File: src/rtl/tff_ctrl_pkg.sv
// Shared encodings for the T flip-flop counter sequencer.
// The state values and direction codes are common to the controller and the bench.
package tff_ctrl_pkg;

    typedef enum logic [1:0] {
        StIdle  = 2'd0,
        StRun   = 2'd1,
        StPause = 2'd2
    } tff_state_t;

    localparam logic DIR_UP   = 1'b0;
    localparam logic DIR_DOWN = 1'b1;

endpackage

File: src/rtl/tff_bank.sv
// Bank of WIDTH toggle flip-flops with synchronous reset and parallel load.
// Each cell inverts its state whenever its toggle input is high.
module tff_bank #(
    parameter int unsigned WIDTH = 4
) (
    input  logic             clk,
    input  logic             rst,
    input  logic             load,
    input  logic [WIDTH-1:0] load_val,
    input  logic [WIDTH-1:0] t,
    output logic [WIDTH-1:0] q
);

    logic [WIDTH-1:0] q_q;

    // Load takes priority over toggling.
    always_ff @(posedge clk) begin
        if (rst) begin
            q_q <= '0;
        end else if (load) begin
            q_q <= load_val;
        end else begin
            q_q <= q_q ^ t;
        end
    end

    assign q = q_q;

endmodule

File: src/rtl/tff_count_ctrl.sv
// Sequencer that runs a T flip-flop bank as a synchronous up/down counter.
// It walks the bank from a start value to a terminal value and pulses done on arrival.
module tff_count_ctrl
    import tff_ctrl_pkg::*;
#(
    parameter int unsigned WIDTH  = 4,
    parameter bit          RELOAD = 1'b0
) (
    input  logic             clk,
    input  logic             rst,
    input  logic             start,
    input  logic             stop,
    input  logic             pause,
    input  logic             dir,
    input  logic [WIDTH-1:0] limit,
    output logic [WIDTH-1:0] t_vec,
    output logic [WIDTH-1:0] count,
    output logic             busy,
    output logic             done
);

    tff_state_t       state_q, state_d;
    logic             dir_q, dir_d;
    logic [WIDTH-1:0] limit_q, limit_d;
    logic             done_q, done_d;
    logic             load;
    logic [WIDTH-1:0] load_val;
    logic             tog_en;
    logic [WIDTH-1:0] t_bank;
    logic [WIDTH-1:0] start_val;
    logic [WIDTH-1:0] term;
    logic             all_ones;
    logic             all_zeros;

    assign start_val = (dir_q == DIR_DOWN) ? limit_q : '0;
    assign term      = (dir_q == DIR_DOWN) ? '0 : limit_q;

    // Bit i toggles when every lower bit is 1 (up) or 0 (down); built as a running AND.
    always_comb begin
        t_vec     = '0;
        all_ones  = 1'b1;
        all_zeros = 1'b1;
        for (int i = 0; i < int'(WIDTH); i++) begin
            t_vec[i]  = (dir_q == DIR_DOWN) ? all_zeros : all_ones;
            all_ones  = all_ones & count[i];
            all_zeros = all_zeros & ~count[i];
        end
        if (state_q != StRun) begin
            t_vec = '0;
        end
    end

    always_comb begin
        state_d  = state_q;
        dir_d    = dir_q;
        limit_d  = limit_q;
        done_d   = 1'b0;
        load     = 1'b0;
        load_val = start_val;
        tog_en   = 1'b0;
        unique case (state_q)
            StIdle: begin
                if (start && !stop) begin
                    state_d  = StRun;
                    dir_d    = dir;
                    limit_d  = limit;
                    load     = 1'b1;
                    load_val = (dir == DIR_DOWN) ? limit : '0;
                end
            end
            StRun: begin
                // Terminal is checked before toggling, so the bank can never wrap.
                if (stop) begin
                    state_d = StIdle;
                end else if (count == term) begin
                    done_d = 1'b1;
                    if (RELOAD) begin
                        load = 1'b1;
                    end else begin
                        state_d = StIdle;
                    end
                end else if (pause) begin
                    state_d = StPause;
                end else begin
                    tog_en = 1'b1;
                end
            end
            StPause: begin
                if (stop) begin
                    state_d = StIdle;
                end else if (!pause) begin
                    state_d = StRun;
                end
            end
            default: state_d = StIdle;
        endcase
    end

    always_ff @(posedge clk) begin
        if (rst) begin
            state_q <= StIdle;
            dir_q   <= DIR_UP;
            limit_q <= '0;
            done_q  <= 1'b0;
        end else begin
            state_q <= state_d;
            dir_q   <= dir_d;
            limit_q <= limit_d;
            done_q  <= done_d;
        end
    end

    assign t_bank = t_vec & {WIDTH{tog_en}};

    tff_bank #(
        .WIDTH(WIDTH)
    ) u_bank (
        .clk     (clk),
        .rst     (rst),
        .load    (load),
        .load_val(load_val),
        .t       (t_bank),
        .q       (count)
    );

    assign busy = (state_q != StIdle);
    assign done = done_q;

endmodule

File: config.mk
export PLATFORM = sky130hd
export DESIGN_NAME = tff_count_ctrl
export DESIGN_NICKNAME = d
export VERILOG_FILES = /design/src/rtl/tff_ctrl_pkg.sv /design/src/rtl/tff_bank.sv /design/src/rtl/tff_count_ctrl.sv
export SDC_FILE = /design/constraint.sdc
export NUM_CORES = 1
export LEC_CHECK = 0
export BUFFER_PORTS_ARGS = -buffer_cell sky130_fd_sc_hd__buf_2
export CAP_MARGIN = 20
export CORE_MARGIN = 3
export CORE_UTILIZATION = 55
export CTS_BUF_LIST = sky130_fd_sc_hd__clkbuf_4
export CTS_CLUSTER_DIAMETER = 80
export DETAILED_ROUTE_END_ITERATION = 10
export PLACE_DENSITY = 0.93
export SKIP_CTS_REPAIR_TIMING = 1
export SLEW_MARGIN = 20
export SYNTH_ARGS = -nofsm -noshare
export SYNTH_HDL_FRONTEND = slang
export SYNTH_HIERARCHICAL = 1
export SYNTH_SLANG_ARGS = --single-unit
File: constraint.sdc
create_clock -name clk -period 3.7 [get_ports clk]
set_input_delay 0.555 -clock clk [delete_from_list [all_inputs] [get_ports clk]]
set_output_delay 0.555 -clock clk [all_outputs]
set_load 0.05 [all_outputs]
==> summary.md <==
| Metric | Value |
|---|---|
| CP Class | `reg -> out` |
| Syn avg cell area | `8.35 µm²` |
| Critical Path AT | `approximately 1.6 ns` |
| Vias in the first global route | `751` |
| Gp weighted congestion | `roughly 0.84` |
| Root Driver | `clkbuf_4` |
| Worst R2R Path Depth | `6` |
| CP max-delay cell | `dfxtp_1` |
| Pleak | `0.000381 µW` |
| Overall Global Routing Usage | `21.6%` |
| Total grt overflow | `0` |
| DIE AREA | `2020 µm²` |
| DR DRC count | `0` |
| Area of the multi-input gates | `roughly 540 µm²` |
| Worst Setup SP | `u_bank/q[0]` |
| Switching power share of the total | `43.2%` |
| Post-synthesis sequential area ratio | `between 20% and 30%` |
| Reg power frac | `40.8%` |
| Worst IR drop on VDD | `between 0.3 and 0.4 mV` |
| WHS | `between 0.5 and 0.6 ns` |
| Final hold violation count | `0` |
| Syn Inst Count | `100` |
| Global Route met2 Usage | `33.6%` |
| Routed via count | `797` |
| Crit path buf inv count | `1` |
| Register area | `240 µm²` |
| Period Utilization, post-route | `approximately 58%` |
| Max Root-Sink Buffers | `2` |
| Hold_sp | `limit[3]` |
| Layer with the highest usage | `met2` |
| Clock share of power | `20.1%` |
| Crit Path Max Fanout | `9` |
| Hpwl dp | `~1300 µm` |
| Worst-Skew Late Latency | `0.28 ns` |
| Yosys cell types | `33` |
| Synth async-reset ratio | `0%` |
| Max-Cap Viols | `0` |
| Area grow syn2layout | `12.6%` |
| Synth top area share | `28.8%` |
| Comb pwr share | `between 30% and 40%` |
| RSZ-0062 raised after global routing | `no` |
| Starting Density | `between 60 and 70%` |
| #FFs+latches synth | `12` |
| Fin crit period | `2.13 ns` |
| Yosys top cell by area | `dfxtp_1` |
| # nets final | `129` |
| Rows | `13` |
| Antenna cells | `0` |
| Synth top area cells | `dfxtp_1 (29%), mux2i_1 (6.0%), nor2_1 (5.8%)` |
| Main synth FF type | `dfxtp_1` |
| Number of synthesized flops with an enable pin | `0` |
| Grt met1 use | `between 20 and 30%` |
| Int Power | `246 µW` |
| WL/cell | `between 10 and 15 µm` |
| PwrDens | `461 nW/µm²` |
| Count leader, synth | `nor2_1` |
| Maximum clock rate | `roughly 470 MHz` |
| Least-Margin Pin Slew | `0.660 ns` |
| Worst Setup Start Kind | `flop` |
| Psw | `between 150 and 200 µW` |
| Setup TNS | `0 ns` |
| Post-Route Skew | `approximately 0.0041 ns` |
| CP Capture Type | `primary output` |
| Vias per cell | `around 6.0` |
| Worst hold path type | `in -> reg` |
| Worst Hold End | `limit_q[3]` |
| Worst Hold Path Cells | `3` |
| Fill cell count | `approximately 110` |
| R2R setup slack | `~1.8 ns` |
| Mapped Nets | `110` |
| Drt first pass iters | `4` |
| Max Transition Viols Final | `0` |
| IO Port Bufs | `19` |
| Largest net degree at the start of global routing | `19` |
| Core ar. | `approximately 1400 µm²` |
| Boundary pin count | `20` |
| Initial antenna violation count | `0` |
| List of most frequent post-synthesis cells | `nor2_1 (13), dfxtp_1 (12), nand2_1 (6)` |
| CP Data Required Time | `~3.1 ns` |
| Routed Antenna Nets | `0` |
| R2r endpoint | `u_bank/q[3]` |
| Synth Cell Area | `about 830 µm²` |
| CTS tree | `yes` |
| Share of cells above drive strength 1 | `a little over a quarter` |
| Die Ht | `about 45 µm` |
| R2R Path Start | `dir_q` |
| Yosys synthesis warning count | `6` |
| Status | `finished clean` |
| Largest delay share family, worst path | `flip-flops` |
| First-pass GRT wire length | `3160 µm` |
| CTS Buf Count | `3` |
| Routed wire length | `between 1500 and 2000 µm` |
| DRT iter0 DRCs | `17` |
| Rel. slew slack | `about 56%` |
| GRT met3 Usage | `between 4 and 5%` |
| Final setup viols | `0` |
| Sink Count | `12` |
| Clock slew seen by the registers of the worst setup and hold paths | `about 0.08 ns` |
| Die width | `~45 µm` |
| Critical-path cell list | `nand2_1 > nor3_1 > a31oi_1 > nor2_1 > buf_2` |
| Slowest cell delay on critical path | `~0.55 ns` |
| Max H-tree Level | `1` |
flip-flops by register name, summed over array words and instances (netlist names):
register,count
state_q,2
u_bank/q,4
dir_q,1
done,1
limit_q,4
power by group through the flow:
stage / Combinational, µW / Clock (µW) / Sequential (µW)
5_1_grt: 182 / 94.2 / 181
4_1_cts: 168 / 88.4 / 176
6_report: 169 / 86.8 / 177
3_3_place_gp: 165 / 0 / 178
3_5_place_dp: 168 / 0 / 179
2_1_floorplan: 135 / 0 / 184
tightest hold or removal path, stage by stage:
cell     delay, ns
buf_2         0.09
mux2i_1       0.06
nor2_1        0.08
area by class of cell:
type / instances / area share [%]
Clock inverter: 1 / 0.399
Timing Repair Buffer: 19 / 10.1
Multi-Input combinational cell: 79 / 57.9
Inverter: 4 / 1.60
Tap cell: 15 / 2.00
Sequential cell: 12 / 25.6
Clock buffer: 3 / 2.40
how the worst max path moves through the flow:
stage,endpoint,depth (start not counted)
after global placement,u_bank/q[3],7
after CTS,t_vec[3],5
after floorplan,t_vec[3],5
final,t_vec[3],5
after global routing,t_vec[3],5
after detailed placement,u_bank/q[1],7
routing by layer:
layer	part of all wire, %	routed length, µm	vias up
li1	-	-	390
met1	43	771	368
met2	46	837	35
met3	8.2	148	4
met4	2.4	43	0
met5	0	0	-
stage by stage:
stage | power, µW | worst slack [ns] | util (%) | cells | instance area, µm²
floorplan | 319 | 1.28 | - | 100 | 835
global placement | 343 | 1.72 | 66.8 | 129 | 913
detailed placement | 347 | 1.69 | 66.8 | 129 | 913
CTS | 433 | 1.56 | 68.8 | 133 | 940
global route | 457 | 1.40 | 68.8 | 133 | 940
finish | 433 | 1.57 | 68.8 | 133 | 940
layout by cell type (no fill, tap or decap), drive strengths merged, types with 2 or more instances in the layout:
cell type and count:
buf 19, nor2 13, dfxtp 12, nand2 6
o21ai 5, xnor2 5, mux2i 5, nor2b 5
a211oi 5, nand3 4, inv 4, nor3 4
nand2b 3, nand3b 3, o22ai 3, clkbuf 3
a21oi 3, nand4bb 2, xor2 2, o21ba 2
o31ai 2
logic make-up (layout without fill, tap and decap cells):
logic type	after synthesis	count (layout)	share of synthesized area, %
AND/OR/NAND/NOR	44	44	32.2
AO/OA/AOI/OAI	23	23	19.6
flip-flops	12	12	28.8
buffers and inverters	9	27	6.00
XOR/XNOR	7	7	7.35
multiplexers	5	5	6.00
Power figures use the tool's default switching activity.
